File: src/rtl/alu_pkg.sv
// rtl/alu_pkg.sv - shared op codes, instruction fields and FSM encoding for alu_ctrl
package alu_pkg;

  localparam int OP_LSB  = 0;
  localparam int OP_MSB  = 2;
  localparam int WB_BIT  = 3;
  localparam int RSV_LSB = 4;
  localparam int RSV_MSB = 7;

  typedef enum logic [2:0] {
    OP_ADD = 3'b000,
    OP_SUB = 3'b001,
    OP_DEC = 3'b010,
    OP_INC = 3'b011,
    OP_OC  = 3'b100,
    OP_BND = 3'b101,
    OP_BOR = 3'b110,
    OP_BXR = 3'b111
  } op_t;

  typedef enum logic [1:0] {
    S_IDLE   = 2'd0,
    S_OPND   = 2'd1,
    S_EXEC   = 2'd2,
    S_RESULT = 2'd3
  } state_t;

  // Two-operand ops need a B operand byte fetched before execution.
  function automatic logic uses_b(input op_t op);
    case (op)
      OP_ADD, OP_SUB, OP_BND, OP_BOR, OP_BXR: uses_b = 1'b1;
      default:                                uses_b = 1'b0;
    endcase
  endfunction

endpackage

File: src/rtl/alu_ctrl.sv
// rtl/alu_ctrl.sv - byte-fed ALU sequencer: decode, operand fetch, execute, result strobe
module alu_ctrl
  import alu_pkg::*;
#(
  parameter int INSTR_W = 8
) (
  input  logic               CLK,
  input  logic               RST,
  input  logic [INSTR_W-1:0] in_data,
  input  logic               in_valid,
  output logic               in_ready,
  output logic [2:0]         alu_op,
  output logic               alu_oe,
  output logic               breg_load,
  output logic               acc_load,
  output logic               done,
  output logic               err,
  output logic [7:0]         instr_count
);

  state_t     state, state_nxt;
  op_t        op_q;
  logic       wb_q;
  logic       err_q;
  logic [7:0] count_q;

  logic handshake;
  logic illegal;
  op_t  in_op;

  assign in_ready  = !RST && (state == S_IDLE || state == S_OPND);
  assign handshake = in_valid && in_ready;
  assign illegal   = |in_data[RSV_MSB:RSV_LSB];
  assign in_op     = op_t'(in_data[OP_MSB:OP_LSB]);

  always_comb begin
    state_nxt = state;
    breg_load = 1'b0;
    alu_oe    = 1'b0;
    acc_load  = 1'b0;
    done      = 1'b0;
    case (state)
      S_IDLE: begin
        if (handshake && !illegal)
          state_nxt = uses_b(in_op) ? S_OPND : S_EXEC;
      end
      S_OPND: begin
        breg_load = in_valid && !RST;
        if (handshake)
          state_nxt = S_EXEC;
      end
      S_EXEC: begin
        state_nxt = S_RESULT;
      end
      S_RESULT: begin
        alu_oe    = 1'b1;
        acc_load  = wb_q;
        done      = 1'b1;
        state_nxt = S_IDLE;
      end
      default: state_nxt = S_IDLE;
    endcase
  end

  always_ff @(posedge CLK or posedge RST) begin
    if (RST) begin
      state   <= S_IDLE;
      op_q    <= OP_ADD;
      wb_q    <= 1'b0;
      err_q   <= 1'b0;
      count_q <= 8'd0;
    end else begin
      state <= state_nxt;
      err_q <= (state == S_IDLE) && handshake && illegal;
      // Op/WB only move on a legal decode so alu_op holds between instructions.
      if (state == S_IDLE && handshake && !illegal) begin
        op_q <= in_op;
        wb_q <= in_data[WB_BIT];
      end
      if (state == S_RESULT)
        count_q <= count_q + 8'd1;
    end
  end

  assign alu_op      = op_q;
  assign err         = err_q;
  assign instr_count = count_q;

endmodule

File: config.mk
export PLATFORM = sky130hd
export DESIGN_NAME = alu_ctrl
export DESIGN_NICKNAME = d
export VERILOG_FILES = /design/src/rtl/alu_pkg.sv /design/src/rtl/alu_ctrl.sv
export SDC_FILE = /design/constraint.sdc
export NUM_CORES = 1
export LEC_CHECK = 0
export BUFFER_PORTS_ARGS = -buffer_cell sky130_fd_sc_hd__buf_4
export CAP_MARGIN = 20
export CORE_MARGIN = 2
export CORE_UTILIZATION = 35
export DETAILED_ROUTE_END_ITERATION = 10
export PLACE_DENSITY = 0.6
export SLEW_MARGIN = 0
export SYNTH_ARGS = -nofsm -noshare
export SYNTH_HDL_FRONTEND = slang
export SYNTH_SLANG_ARGS = --single-unit
File: constraint.sdc
create_clock -name CLK -period 2.4 [get_ports CLK]
set_input_delay 0.48 -clock CLK [delete_from_list [all_inputs] [get_ports CLK]]
set_output_delay 0.48 -clock CLK [all_outputs]
set_load 0.01 [all_outputs]
* Word-level counts from Yosys, hierarchy flattened *
Cells that the tools add are included.

cells by class
  $add $sub $neg = 1
  mux-type cells = 10
  eq/ne operators = 9
  reductions and logical operators = 15

operators with widths
  operator                                                          number
  3-bit == test (second input constant)                             3
  8-bit by 1-bit adder with 8-bit output (second input constant)    1
  2-bit one-hot mux with 4 select lines                             1
  1-bit logical AND                                                 7
  1-bit two-way mux                                                 6
  2-bit two-way mux                                                 3
  5-bit OR reduction                                                1
  2-bit == test (second input constant)                             2
  4-bit OR reduction                                                1
  3-bit by 1-bit == test with 1-bit output (second input constant)  1
  3-bit logical NOT                                                 1
  2-bit by 1-bit == test with 1-bit output (second input constant)  1
  1-bit logical NOT                                                 2
  2-bit logical NOT                                                 1
  2-bit by 1-bit != test with 1-bit output (second input constant)  1
  2-bit != test (second input constant)                             1
  2-bit AND reduction                                               1
  1-bit logical OR                                                  1

word-level totals
  output and inout port bits = 17
  word-level logic and storage cells = 40
  register bits = 15
  input bits = 11

* Longest topological paths before layout *
  depth after elaboration = 10
  gate-level depth with buffers = 5
  mapped depth without buffers = 5

* Worst setup path before layout *
Ideal clock, no wire load.

  path kind = input -> register
  start = input port in_data[5]
  end = register op_q[0], in the netlist alu_op[0]
  slack = 0.920 ns
  cell stages on the path = 4
  buffers on the path = 1
  required time = 2.273 ns
  setup time = 0.127 ns
  data arrival time = 1.352 ns
  cell sequence = nor4_4 and3_1 buf_4 mux2_1

between the ends
  cells in the longest elaborated chain, start to end = 3

ends and longest elaborated chain
  item                  line            source
  start, declared       alu_ctrl.sv:9   input logic [INSTR_W-1:0] in_data,
  4-bit OR reduction    alu_ctrl.sv:33  assign illegal = |in_data[RSV_MSB:RSV_LSB];
  1-bit logical NOT     alu_ctrl.sv:76  if (state == S_IDLE && handshake && !illegal) begin
  1-bit logical AND     alu_ctrl.sv:76
  end signal, assigned  alu_ctrl.sv:77  op_q <= in_op;
  end, declared         alu_ctrl.sv:22  op_t op_q;

No other way between the ends.
A chain may end at the register's enable or synchronous reset.

* Final worst setup path *
  start = register state[0]
  end = output port in_ready

between the ends
  cells in the longest elaborated chain, start to end = 3
  elaborated cells on any way between the ends = 4
  classes of those cells = eq/ne: 1; reduce/logical: 3

ends and longest elaborated chain
  item                                                                                  line            source
  start, declared                                                                       alu_ctrl.sv:21  state_t state, state_nxt;
  start signal, assigned                                                                alu_ctrl.sv:73  state <= state_nxt;
  2-bit by 1-bit == test with 1-bit output / 2-bit logical NOT (equally long branches)  alu_ctrl.sv:31  assign in_ready = !RST && (state == S_IDLE || state == S_OPND);
  1-bit logical OR (*)                                                                  alu_ctrl.sv:31
  1-bit logical AND (*)                                                                 alu_ctrl.sv:31
  end, declared                                                                         alu_ctrl.sv:11  output logic in_ready,

Every way passes the cells marked *; elsewhere a longest branch is shown, timed or not.

==> impl_metrics.py <==
metrics = {
    "clock_network": {
        "tritoncts.num_buffers": 3,
        "cts_num_sinks": 15,
        "count_of_hold_buffers_inserted_by_post_cts_repair": 0,
        "cts_htree_levels": 1,
        "cts.root.buffer_cell": "sky130_fd_sc_hd__clkbuf_4",
        "cts_clk_pin_slew_worst_paths_ns": 0.09,
        "tritoncts": "done",
        "cts_buffer_depth": 2,
        "cts.repair.resized": 0,
        "clk_latency_ns": 0.28,
        "postCtsSetupBuffers": 0,
    },
    "worst_setup_path": {
        "cp_data_arrival_time_ns": 1.39,
        "cpPeakStageDelay_ns": 0.43,
        "critPathKind": "reg2out",
        "critical_path_peak_fanout": 7,
        "path_delay_family": "flip-flops",
        "crit-reg2reg-capture": "alu_op[1]",
        "worstReg2RegStart": "state[0]",
        "cp_cell_sequence": "inv_1, ha_1, nor2_1, nor2_1, buf_4",
        "rrSetupSlack_ns": 0.82,
        "critical_path_buf_inv_count": 2,
        "crit_path_top_delay_cell": "sky130_fd_sc_hd__dfrtp_1",
        "cp.required_ns": 1.92,
        "worstSetupStartpointType": "register",
        "crit_top_cell": "sky130_fd_sc_hd__nor2_1",
        "worst-r2r-cell-count": 4,
        "endpoint_kind": "output port",
    },
    "synthesis": {
        "yosysMostFrequentCell": "sky130_fd_sc_hd__dfrtp_1",
        "synth_enable_flop_cells": 0,
        "synthesis.instances": 67,
        "yosys-top-cells-count": "sky130_fd_sc_hd__dfrtp_1 (15), sky130_fd_sc_hd__ha_1 (5), sky130_fd_sc_hd__inv_1 (5), sky130_fd_sc_hd__nand2_1 (5), sky130_fd_sc_hd__nor2_1 (5)",
        "postSynth.topFlopCell": "sky130_fd_sc_hd__dfrtp_1",
        "ys_async_sr_fraction": 1.00,
        "synth_seq_area_share": 0.484,
        "yosys_warnings": 0,
        "cell_area_after_synthesis_um2": 776,
        "cell_type_contributing_the_most_total_cell_area_after_synthesis": "sky130_fd_sc_hd__dfrtp_1",
        "post-synth-top-area-fraction": 0.484,
        "post_synth_main_area_contributors": "sky130_fd_sc_hd__dfrtp_1 (48%), sky130_fd_sc_hd__ha_1 (8.1%), sky130_fd_sc_hd__mux2_1 (5.8%)",
        "synth_fp_nets": 83,
        "syn_avg_cell_area_um2": 11.6,
        "yosysUniqueCellTypes": 23,
        "synth_seq_cells": 15,
    },
    "global_routing": {
        "met2_usage": 0.232,
        "grtUsageTotal": 0.129,
        "met3_usage": 0.0351,
        "number_of_antenna_violations_at_the_first_check_in_global_routing": 0,
        "grt_first_pass_wirelength_um": 2460,
        "vias_in_the_first_global_route": 586,
        "globalRouteOverflowTotal": 0,
        "top_usage_layer": "met2",
        "use_met1": 0.136,
        "maximum_number_of_pins_on_one_net_before_global_route_repair": 16,
    },
    "detailed_routing": {
        "dr.first_iter.drc_count": 4,
        "post_drt_via_cell_ratio": 4.59,
        "number_of_remaining_drc_errors": 0,
        "antenna_left": 0,
        "vias": 565,
        "drt-pass1-iter-count": 3,
        "drt-total-wl_um": 1400,
        "wl_per_cell_um": 11.4,
    },
    "timing": {
        "timing.clock.skew_ns": 0.00516,
        "tightestPinTransition_ns": 0.580,
        "final_critical_path_share_of_the_clock_period": 0.781,
        "setup_viol": 0,
        "min_period_ns": 1.87,
        "rsz_0062_raised_after_global_routing": "no",
        "timing.final.max_slew_violations": 0,
        "relSlewSlack": 0.613,
        "holdWs_ns": 0.275,
        "fin_setup_tns_ns": 0,
        "hold_viol": 0,
        "fmax_ghz": 0.534,
    },
    "finish": {
        "diodes": 0,
        "layout-area-overhead-vs-synth_pct": 31.5,
        "stdcell_count": 123,
        "fin_area_um2": 1020,
        "layout.nets": 112,
        "drive_gt1_frac": 0.368,
    },
    "power_and_ir_drop": {
        "power_per_cell_area_nw_per_um2": 1000,
        "max-vdd-ir-drop_mv": 0.408,
        "power_leakage_nw": 0.529,
    },
    "floorplan": {
        "die_area_um2": 2610,
        "num_io_pins": 28,
        "core-area_um2": 2150,
        "initial_utilization": 0.361,
        "site_row_count": 17,
        "chipWidth_um": 51.1,
        "die_h_um": 51.1,
    },
    "place": {
        "io_buffer_count": 27,
        "postPlaceCellArea_um2": 993,
        "dp_cells": 119,
        "dp_hpwl_um": 1090,
        "place_congestion": 0.732,
    },
    "outcome": {
        "outcome": "completed",
    },
    "hold_path": {
        "worst_hold_path_type": "in2async",
    },
    "run": {
        "max_cap_violations": 0,
    },
}
## cell type report
cell class                 count  area, um2
fill                         199       1130
sequential                    15        375
multi-input combinational     44        362
timing repair buffer          27        203
tap                           28       35.0
clock buffer                   4       26.3
inverter                       5       18.8
## metal layers
layer,up-vias,wire (um)
met5,-,0
met4,0,13
met3,2,76
met2,18,740
met1,269,571
li1,276,-
## registers in the layout, indices dropped and copies added (netlist names)
signal,count
state,2
wb_q,1
err,1
instr_count,8
alu_op,3
## worst max-delay path by stage
stage / from / end / cells past startpoint
after global routing: state[1] / in_ready / 5
after detailed placement: in_data[5] / alu_op[0] / 4
after CTS: state[0] / in_ready / 5
after floorplan: in_data[5] / alu_op[0] / 4
final: state[0] / in_ready / 5
after global placement: in_data[5] / wb_q / 4
## power breakdown
| group | leakage [nW] | internal (mW) | switching [mW] |
|---|---|---|---|
| logic | 0.319 | 0.255 | 0.213 |
| registers | 0.194 | 0.334 | 0.0774 |
| clock network | 0.0150 | 0.0644 | 0.0770 |
## layout by cell type (no fill, tap or decap)
| master | netlist | final |
|---|---|---|
| sky130_fd_sc_hd__buf_4 | 2 | 27 |
| sky130_fd_sc_hd__dfrtp_1 | 15 | 15 |
| sky130_fd_sc_hd__nand2_1 | 5 | 5 |
| sky130_fd_sc_hd__nor2_1 | 5 | 5 |
| sky130_fd_sc_hd__inv_1 | 5 | 5 |
| sky130_fd_sc_hd__ha_1 | 5 | 5 |
| sky130_fd_sc_hd__xnor2_1 | 4 | 4 |
| sky130_fd_sc_hd__mux2_1 | 4 | 4 |
| sky130_fd_sc_hd__nand4_1 | 3 | 3 |
| sky130_fd_sc_hd__xor2_1 | 3 | 3 |
| sky130_fd_sc_hd__clkbuf_4 | 0 | 3 |
| sky130_fd_sc_hd__and3_1 | 2 | 2 |
| sky130_fd_sc_hd__o21ai_0 | 2 | 2 |
| sky130_fd_sc_hd__and2_1 | 2 | 2 |
| sky130_fd_sc_hd__nor4_4 | 1 | 1 |
| sky130_fd_sc_hd__nor2b_2 | 1 | 1 |
| sky130_fd_sc_hd__or3b_1 | 1 | 1 |
| sky130_fd_sc_hd__nand2b_1 | 1 | 1 |
| sky130_fd_sc_hd__nand3_1 | 1 | 1 |
| sky130_fd_sc_hd__o2bb2ai_2 | 1 | 1 |
| sky130_fd_sc_hd__mux2i_1 | 1 | 1 |
| sky130_fd_sc_hd__mux2_4 | 1 | 1 |
| sky130_fd_sc_hd__mux2_2 | 1 | 1 |
| sky130_fd_sc_hd__clkbuf_1 | 0 | 1 |
## kinds of logic after synthesis
kind of cell / count (synthesis) / share of synthesized area
compound gates: 3 / 0.0323
xor+xnor: 7 / 0.0790
fa+ha+maj: 5 / 0.0806
buf+inv: 8 / 0.0500
flops: 15 / 0.484
mux: 7 / 0.105
simple gates: 22 / 0.169
## per-stage QoR
step	utilization	power (mW)	setup WS, ns
after floorplan	-	0.709	0.920
after global placement	0.462	0.883	0.763
after detailed placement	0.462	0.892	0.731
after CTS	0.475	1.04	0.507
after global routing	0.475	1.13	0.409
final	0.475	1.02	0.526
No activity file was read; power rests on OpenSTA's default activity.
